`src/rtl/serial_byte_receiver.sv`:
```
// serial_byte_receiver
// Assembles one byte from an idle-high, LSB-first serial line framed by a
// start bit (0) and a stop bit (1). Bits are sampled mid-bit using a fixed
// clocks-per-bit divider. A good frame loads data_out and pulses data_valid;
// a bad stop bit pulses frame_err and leaves data_out untouched.
module serial_byte_receiver #(
    parameter int CLKS_PER_BIT = 4
) (
    input  logic       clk,
    input  logic       rst,
    input  logic       sin,
    output logic [7:0] data_out,
    output logic       data_valid,
    output logic       frame_err,
    output logic       busy
);

    // Mid-bit offset and cycle counter width (at least one bit).
    localparam int H  = CLKS_PER_BIT / 2;
    localparam int CW = ($clog2(CLKS_PER_BIT) < 1) ? 1 : $clog2(CLKS_PER_BIT);

    localparam logic [CW-1:0] CNT_ZERO  = CW'(0);
    localparam logic [CW-1:0] CNT_ONE   = CW'(1);
    // START samples on the H-th edge after the falling edge was seen.
    localparam logic [CW-1:0] HALF_LAST = CW'(H - 1);
    // DATA/STOP sample once every CLKS_PER_BIT edges.
    localparam logic [CW-1:0] CNT_LAST  = CW'(CLKS_PER_BIT - 1);

    typedef enum logic [1:0] {
        S_IDLE  = 2'd0,
        S_START = 2'd1,
        S_DATA  = 2'd2,
        S_STOP  = 2'd3
    } state_t;

    state_t        state_q, state_d;
    logic [CW-1:0] cnt_q, cnt_d;
    logic [2:0]    bit_q, bit_d;
    logic [7:0]    shift_q, shift_d;
    logic [7:0]    data_out_q, data_out_d;
    logic          data_valid_q, data_valid_d;
    logic          frame_err_q, frame_err_d;
    logic          busy_q, busy_d;

    // Next-state, counters, shift register and output pulses.
    always_comb begin
        state_d      = state_q;
        cnt_d        = cnt_q;
        bit_d        = bit_q;
        shift_d      = shift_q;
        data_out_d   = data_out_q;
        data_valid_d = 1'b0;
        frame_err_d  = 1'b0;

        case (state_q)
            S_IDLE: begin
                if (!sin) begin
                    state_d = S_START;
                    cnt_d   = CNT_ZERO;
                end else begin
                    state_d = S_IDLE;
                end
            end

            S_START: begin
                if (cnt_q == HALF_LAST) begin
                    if (sin) begin
                        // Line went back high before mid-bit: false start.
                        state_d = S_IDLE;
                    end else begin
                        state_d = S_DATA;
                        cnt_d   = CNT_ZERO;
                        bit_d   = 3'd0;
                    end
                end else begin
                    cnt_d = cnt_q + CNT_ONE;
                end
            end

            S_DATA: begin
                if (cnt_q == CNT_LAST) begin
                    // LSB-first: each new bit enters at the top and moves down.
                    shift_d = {sin, shift_q[7:1]};
                    cnt_d   = CNT_ZERO;
                    if (bit_q == 3'd7) begin
                        state_d = S_STOP;
                    end else begin
                        bit_d = bit_q + 3'd1;
                    end
                end else begin
                    cnt_d = cnt_q + CNT_ONE;
                end
            end

            S_STOP: begin
                if (cnt_q == CNT_LAST) begin
                    state_d = S_IDLE;
                    if (sin) begin
                        data_out_d   = shift_q;
                        data_valid_d = 1'b1;
                    end else begin
                        frame_err_d = 1'b1;
                    end
                end else begin
                    cnt_d = cnt_q + CNT_ONE;
                end
            end

            default: begin
                state_d = S_IDLE;
                cnt_d   = CNT_ZERO;
                bit_d   = 3'd0;
            end
        endcase

        busy_d = (state_d != S_IDLE);
    end

    // State and output registers; reset aborts any frame in progress.
    always_ff @(posedge clk or negedge rst) begin
        if (!rst) begin
            state_q      <= S_IDLE;
            cnt_q        <= CNT_ZERO;
            bit_q        <= 3'd0;
            shift_q      <= 8'h00;
            data_out_q   <= 8'h00;
            data_valid_q <= 1'b0;
            frame_err_q  <= 1'b0;
            busy_q       <= 1'b0;
        end else begin
            state_q      <= state_d;
            cnt_q        <= cnt_d;
            bit_q        <= bit_d;
            shift_q      <= shift_d;
            data_out_q   <= data_out_d;
            data_valid_q <= data_valid_d;
            frame_err_q  <= frame_err_d;
            busy_q       <= busy_d;
        end
    end

    assign data_out   = data_out_q;
    assign data_valid = data_valid_q;
    assign frame_err  = frame_err_q;
    assign busy       = busy_q;

endmodule

```
`config.mk`:
```
export PLATFORM = sky130hd
export DESIGN_NAME = serial_byte_receiver
export DESIGN_NICKNAME = d
export VERILOG_FILES = /design/src/rtl/serial_byte_receiver.sv
export SDC_FILE = /design/constraint.sdc
export NUM_CORES = 1
export LEC_CHECK = 0
export CAP_MARGIN = 20
export CORE_UTILIZATION = 50
export DETAILED_ROUTE_END_ITERATION = 6
export PLACE_DENSITY_LB_ADDON = 0.25
export SYNTH_ARGS = -nofsm -noshare
export SYNTH_HDL_FRONTEND = slang
export SYNTH_SLANG_ARGS = --single-unit
```
`constraint.sdc`:
```
create_clock -name clk -period 1.75 [get_ports clk]
set_clock_uncertainty 0.05 [all_clocks]
set_input_delay 0.2625 -clock clk [delete_from_list [all_inputs] [get_ports clk]]
set_output_delay 0.2625 -clock clk [all_outputs]
set_load 0.05 [all_outputs]
```
### Yosys cells after proc, flatten, opt, wreduce, memory -nomap -nowiden

Cells that the tools add are included.

| storage, ports and cells | value |
|---|---|
| flip-flop bits (word level) | 26 |
| input bits | 3 |

| cells by class | value |
|---|---|
| add/sub/neg operators | 2 |
| equality and inequality tests | 11 |
| muxes and demuxes | 23 |
| reduce and logical (&&, ||, !) cells | 6 |

Operator list:

| operator | count |
|---|---|
| 2-bit two-way mux | 9 |
| 2-bit one-hot mux with 4 select lines | 2 |
| 3-bit two-way mux | 4 |
| 2-bit inequality test, second input constant | 5 |
| 1-bit two-way mux | 7 |
| 2-bit equality test, second input constant | 3 |
| 3-bit one-hot mux with 2 select lines | 1 |
| 5-bit AND reduction | 1 |
| 2-bit by 1-bit equality test with 1-bit output, second input constant | 2 |
| 2-bit nonzero test | 2 |
| 3-bit by 1-bit adder with 3-bit output, second input constant | 1 |
| 3-bit equality test, second input constant | 1 |
| 3-bit AND reduction | 1 |
| 2-bit by 1-bit adder with 2-bit output, second input constant | 1 |
| 2-bit logical NOT | 1 |
| 2-bit AND reduction | 1 |

### Depth between registers and ports, before layout

Gate-level depths: netlist of run 1.

| logic depth | value |
|---|---|
| depth after elaboration | 5 |
| gate-level depth with buffers | 5 |

### Least setup slack after synthesis of run 1

No wires, ideal clock.

| path | value |
|---|---|
| path kind | flip-flop to flip-flop |
| from | reg bit_q[0] |
| to | reg bit_q[0] |
| arrival | 1.379 ns |
| required time | 1.575 ns |
| path slack | 0.196 ns |
| stages on the path, launching flop included | 6 |
| path buffers | 0 |
| clock period less this slack | 1.554 ns |
| cell sequence | dfrtp_1 > ha_1 > ha_1 > and4bb_2 > a41oi_2 > mux2_2 |

| on the way | value |
|---|---|
| cells in the longest elaborated chain, start to end | 4 |
| elaborated cells between the ends (all ways) | 7 |
| those cells by class | add/sub (1); eq/ne (2); mux (3); reduce/logical (1) |

RTL lines:

| item | line | RTL |
|---|---|---|
| start, declared | 38 | `logic [2:0] bit_q, bit_d;` |
| start signal, assigned | 133 | `bit_q <= bit_d;` |
| 3-bit by 1-bit adder with 3-bit output | 88 | `bit_d = bit_q + 3'd1;` |
| 3-bit two-way mux | 85 | `if (bit_q == 3'd7) begin` |
| 3-bit two-way mux | 81 | `if (cnt_q == CNT_LAST) begin` |
| 3-bit one-hot mux with 2 select lines | 55 | `case (state_q)` |

Parallel ways exist; a longest one is shown, timed or not. The select of a mux whose other input is x is not followed.
A chain may end at the register's enable or synchronous reset.

### Worst setup path in the final report of run 1

Ends and elaborated chain as after synthesis.

==> run_results.csv, run 1 <==
group,metric,value,unit
run,drv_cap,0,
cells_and_area,nNetsFinal,103,
cts,clk_pin_slew,140,ps
cells_and_area,layout-drive-gt1-share,0.426,
power_and_ir_drop,powerDensity,1620,mW/mm²
worst_setup_path,crit_top_cell,"ha_1",
power_and_ir_drop,p_leak,0.699,nW
route,drt-pass1-iter-count,4,
power_and_ir_drop,irDropWorstVdd,0.794,mV
worst_setup_path,arrival,1840,ps
worst_setup_path,end_kind,"flip-flop",
global_routing,grt_pass1_vias,662,
global_routing,track_usage,0.154,
logic_synthesis,syn_inst,77,
global_routing,grt_max_degree,27,
worst_setup_path,cp_top_family,"flip-flops",
place,io_buffers,13,
timing,setup_viol_count_final,0,
outcome,status,"finished clean",
worst_setup_path,cp_num_buf_inv,0,
worst_setup_path,cp_slowest_stage_delay,420,ps
timing,min_period,1680,ps
timing,tightestPinTransition,336,ps
cts,cts_tree,"yes",
worst_setup_path,cp.required,1910,ps
logic_synthesis,yosysSeqAreaShare,0.557,
logic_synthesis,syn_avg_cell_area,15.2,µm²
hold_path,holdCritPathClass,"in -> async",
logic_synthesis,syn_nets,85,
floorplan,io_pins,14,
cts,cts_resized,0,
floorplan,die_w,50.3,µm
route,drt_iter0_drc,6,
global_routing,grt-ovfl-total,0,
timing,fmax,595,MHz
place,dpl_worst_slack,82.1,ps
worst_setup_path,path_max_fanout,4,
route,vias_per_cell,5.35,
route,drtAntennaViolNets,0,
cts,hold_buffers,0,
timing,period_share,0.961,
logic_synthesis,syn_area,0.00117,mm²
timing,setup_ws,68.4,ps
floorplan,dieArea,0.00253,mm²
worst_setup_path,startpoint_type,"flip-flop",
cts,post-cts-setup-buffers,0,
global_routing,antenna_found_initial,0,
cells_and_area,area_growth,14.6,%
cells_and_area,num_antenna_cells,0,
global_routing,grt_pass1_wl,2880,µm
cts,clock_path_buffers,2,
cts,htree_levels,1,
route,vias,653,
cts,clock_latency,310,ps
timing,slew_violations,0,
cells_and_area,mostFrequentLayoutCells,"dfrtp_1 (26), buf_4 (12), mux2_2 (10)",
timing,hold_violations,0,
logic_synthesis,yosys.cell_types.count,23,
place,place_hpwl,1180,µm
cells_and_area,n_fill_cell,190,
cts,cts.sinks,26,
timing,slew-limit-headroom,0.775,
worst_setup_path,crit_chain,"ha_1 -> ha_1 -> and4bb_2 -> a41oi_2 -> mux2_2",
floorplan,fp.dieH,50.3,µm
logic_synthesis,yosysWarnings,0,
logic_synthesis,ys_seq_elements,26,
route,routed_wl,1700,µm
worst_setup_path,cp_slowest_cell,"dfrtp_1",
cells_and_area,final_common_cell,"dfrtp_1",
floorplan,rows,17,
route,wl_per_cell,13.9,µm
floorplan,core_area,0.00221,mm²
route,route.detailed.drc,0,
floorplan,initial_utilization,0.528,
place,gp_congestion,0.801,
worst_setup_path,crit_type,"reg -> reg",
cts,numCtsBuffers,3,
timing,rsz0062_at_grt,"false",
timing,setup_tns,0,ps
cts,cts_root_buf,"clkbuf_4",
## flip-flops by register name, indices dropped and copies added (netlist names)
signal / flops
shift_q: 8
busy: 1
frame_err: 1
bit_q: 3
state_q: 2
data_out: 8
data_valid: 1
cnt_q: 2
## per-stage QoR
step	power, mW	hold WS [ps]	cells	cell area, µm²	util
6_report	2.17	251	122	1340	0.605
3_5_place_dp	1.89	445	118	1300	0.588
2_1_floorplan	1.68	-83.1	77	1170	-
3_3_place_gp	1.86	436	118	1300	0.588
5_1_grt	2.29	277	122	1340	0.605
4_1_cts	2.19	253	122	1340	0.605
## kinds of logic after synthesis
group / Yosys count / synth area share
flip-flops: 26 / 0.557
buffers and inverters: 7 / 0.0289
AND/OR/NAND/NOR: 11 / 0.0729
multiplexers: 20 / 0.230
AO/OA/AOI/OAI: 8 / 0.0568
adder cells (fa/ha/maj): 5 / 0.0536
## metal layers
layer  part of all wire  routed length (µm)  global-route usage  vias up
li1                   -                   -                   -      310
met5                  0                   0                   0        -
met4             0.0094                  16              0.0833        0
met2               0.47                 801               0.240       12
met1               0.49                 837               0.208      329
met3              0.027                  46              0.0182        2
## final timing paths
check	slack, ps	to	from	cells after the start
worst min-delay path	250	shift_q[3]	rst	2
max in group asynchronous	1150	shift_q[1]	rst	2
worst max register to register	70	bit_q[0]	bit_q[0]	5
worst max-delay path	70	bit_q[0]	bit_q[0]	5
min in group clk	480	bit_q[1]	bit_q[1]	1
worst min register to register	480	bit_q[1]	bit_q[1]	1
## cells in the mapped netlist
| cell | n | share of area |
|---|---|---|
| mux2i_1 | 1 | 0.0086 |
| dfrtp_1 | 26 | 0.56 |
| a41oi_2 | 1 | 0.014 |
| buf_6 | 1 | 0.0096 |
| o21ai_0 | 1 | 0.0043 |
| nand2b_1 | 1 | 0.0054 |
| and3_4 | 1 | 0.0096 |
| and4bb_2 | 1 | 0.011 |
| mux2_2 | 10 | 0.096 |
| a21oi_1 | 1 | 0.0043 |
| nand3b_2 | 1 | 0.0096 |
| o311a_1 | 1 | 0.0086 |
| inv_2 | 1 | 0.0032 |
| ha_1 | 5 | 0.054 |
| nor3_1 | 1 | 0.0043 |
| nand2_8 | 1 | 0.017 |
| nor2_1 | 1 | 0.0032 |
| mux2_4 | 8 | 0.10 |
| mux4_1 | 1 | 0.023 |
| inv_1 | 5 | 0.016 |
| a22o_1 | 2 | 0.015 |
| nand2_1 | 4 | 0.013 |
| a31oi_1 | 2 | 0.011 |
## power breakdown
group / internal, mW / leakage, nW / total, mW / switching, mW
sequential: 0.795 / 0.338 / 0.959 / 0.164
clock: 0.127 / 0.0210 / 0.294 / 0.167
combinational: 0.418 / 0.340 / 0.912 / 0.494
total: 1.34 / 0.699 / 2.17 / 0.825
## final cells by class
| cell class | instances | area (µm²) | area share |
|---|---|---|---|
| Multi-Input combinational cell | 44 | 483 | 0.361 |
| Timing Repair Buffer | 14 | 110 | 0.0823 |
| Clock buffer | 4 | 36.3 | 0.0271 |
| Sequential cell | 26 | 651 | 0.486 |
| Inverter | 6 | 22.5 | 0.0168 |
| Tap cell | 28 | 35.0 | 0.0262 |
Power figures use the tool's default switching activity.
==> run 2, diff against run 1 <==
--- a/config.mk
+++ b/config.mk
@@ -8,6 +8,8 @@
 export CAP_MARGIN = 20
 export CORE_UTILIZATION = 50
 export DETAILED_ROUTE_END_ITERATION = 6
+export GPL_TIMING_DRIVEN = 0
+export MAX_ROUTING_LAYER = met4
 export PLACE_DENSITY_LB_ADDON = 0.25
 export SYNTH_ARGS = -nofsm -noshare
 export SYNTH_HDL_FRONTEND = slang
==> constraint.sdc (replaced) <==
create_clock -name clk -period 1.66 [get_ports clk]
set_clock_uncertainty 0.05 [all_clocks]
set_input_delay 0.249 -clock clk [delete_from_list [all_inputs] [get_ports clk]]
set_output_delay 0.249 -clock clk [all_outputs]
set_load 0.05 [all_outputs]
==> run_results.csv, run 2 (synthesized netlist as in run 1, its figures left out) <==
group,metric,value,unit
floorplan,core_area,0.00221,mm²
cells_and_area,final_common_cell,"dfrtp_1",
worst_setup_path,arrival,1770,ps
timing,setup_viol_count_final,0,
floorplan,io_pins,14,
place,place_hpwl,1270,µm
worst_setup_path,end_kind,"flip-flop",
cts,numCtsBuffers,3,
cts,htree_levels,1,
route,route.detailed.drc,0,
timing,slew_violations,0,
outcome,status,"finished clean",
route,drtAntennaViolNets,0,
global_routing,track_usage,0.161,
route,vias_per_cell,5.26,
global_routing,grt_pass1_vias,639,
global_routing,antenna_found_initial,0,
cells_and_area,layout-drive-gt1-share,0.333,
power_and_ir_drop,p_total,2.31,mW
worst_setup_path,path_max_fanout,3,
place,dpl_worst_slack,13.9,ps
route,vias,652,
cts,clock_latency,310,ps
timing,hold_violations,0,
cells_and_area,utilization,0.631,
timing,rsz0062_at_grt,"false",
worst_setup_path,crit_type,"reg -> reg",
cells_and_area,num_antenna_cells,0,
timing,fmax,625,MHz
power_and_ir_drop,p_leak,0.742,nW
timing,period_share,0.963,
cts,cts_root_buf,"clkbuf_4",
route,drt-pass1-iter-count,4,
power_and_ir_drop,irDropWorstVdd,0.893,mV
cts,clk_pin_slew,140,ps
floorplan,dieArea,0.00253,mm²
worst_setup_path,startpoint_type,"flip-flop",
cts,cts_tree,"yes",
timing,tightestPinTransition,488,ps
floorplan,fp.dieH,50.3,µm
global_routing,grt_pass1_wl,2880,µm
floorplan,initial_utilization,0.528,
place,io_buffers,13,
route,wl_per_cell,13.9,µm
timing,finalHoldWorstSlack,171,ps
power_and_ir_drop,powerDensity,1650,mW/mm²
timing,setup_ws,61.1,ps
cts,clock_path_buffers,2,
route,drt_iter0_drc,5,
global_routing,grt-ovfl-total,0,
place,gp_congestion,0.755,
worst_setup_path,cp.required,1830,ps
cells_and_area,area_growth,19.6,%
cells_and_area,mostFrequentLayoutCells,"dfrtp_1 (26), dlygate4sd2_1 (11), mux2_2 (9), mux2_4 (9), inv_1 (5)",
cts,cts.sinks,26,
route,routed_wl,1720,µm
timing,setup_tns,0,ps
timing,slew-limit-headroom,0.676,
hold_path,holdCritPathClass,"in -> async",
floorplan,die_w,50.3,µm
cells_and_area,nNetsFinal,105,
run,drv_cap,0,
timing,min_period,1600,ps
cells_and_area,n_fill_cell,179,
floorplan,rows,17,
global_routing,grt_max_degree,21,
## run 2: changes by cell type in the layout (fill, tap and decap cells not counted), sizes merged
cell         previous run  this run
dlygate4sd2             0        11
buf                    12         3
## run 2: final timing paths
path,from,end,slack [ps],cells after the start
hold / removal,rst,data_valid,170,1
setup / recovery,bit_q[0],bit_q[0],60,5
hold reg to reg,bit_q[1],bit_q[1],470,1
max in group asynchronous,rst,shift_q[3],940,2
setup reg to reg,bit_q[0],bit_q[0],60,5
min in group clk,bit_q[1],bit_q[1],470,1
## run 2: layer usage
metal,track usage,share of wire,wire length [µm]
met4,0.0694,0.0093,16
met1,0.201,0.47,814
met5,-,0,0
met3,0.0273,0.028,48
met2,0.258,0.49,839
## run 2: power breakdown
group          leakage [nW]  switching [mW]  internal [mW]  total [mW]
combinational         0.383           0.560          0.461        1.02
sequential            0.338           0.139          0.838       0.978
clock                0.0210           0.176          0.134       0.310
## run 2: area by class of cell
class / instances / area (µm²) / share of cell area
flip-flops and latches: 26 / 651 / 0.466
multi-input cells: 44 / 489 / 0.350
repair buffers: 15 / 151 / 0.108
inverters: 6 / 22.5 / 0.0161
clock buffers: 4 / 36.3 / 0.0260
well taps: 28 / 35.0 / 0.0251
plain buffers: 1 / 11.3 / 0.00806
## run 2: repair_timing
action,CTS,global route
hold buffers,0,0
gates resized for setup,11,2
setup endpoints to repair,12,1
buffers inserted,1,0
pin swaps,1,1
## run 2: critical path, stage by stage (launching register included)
cell and delay (ps):
dfrtp_1 420, ha_1 210, ha_2 170, and4bb_2 310
a41oi_2 60, mux2_4 280
## run 2: stage by stage
stage / cells / instance area (µm²)
global route: 124 / 1400
finish: 124 / 1400
CTS: 124 / 1390
global placement: 118 / 1330
floorplan: 77 / 1170
detailed placement: 119 / 1360
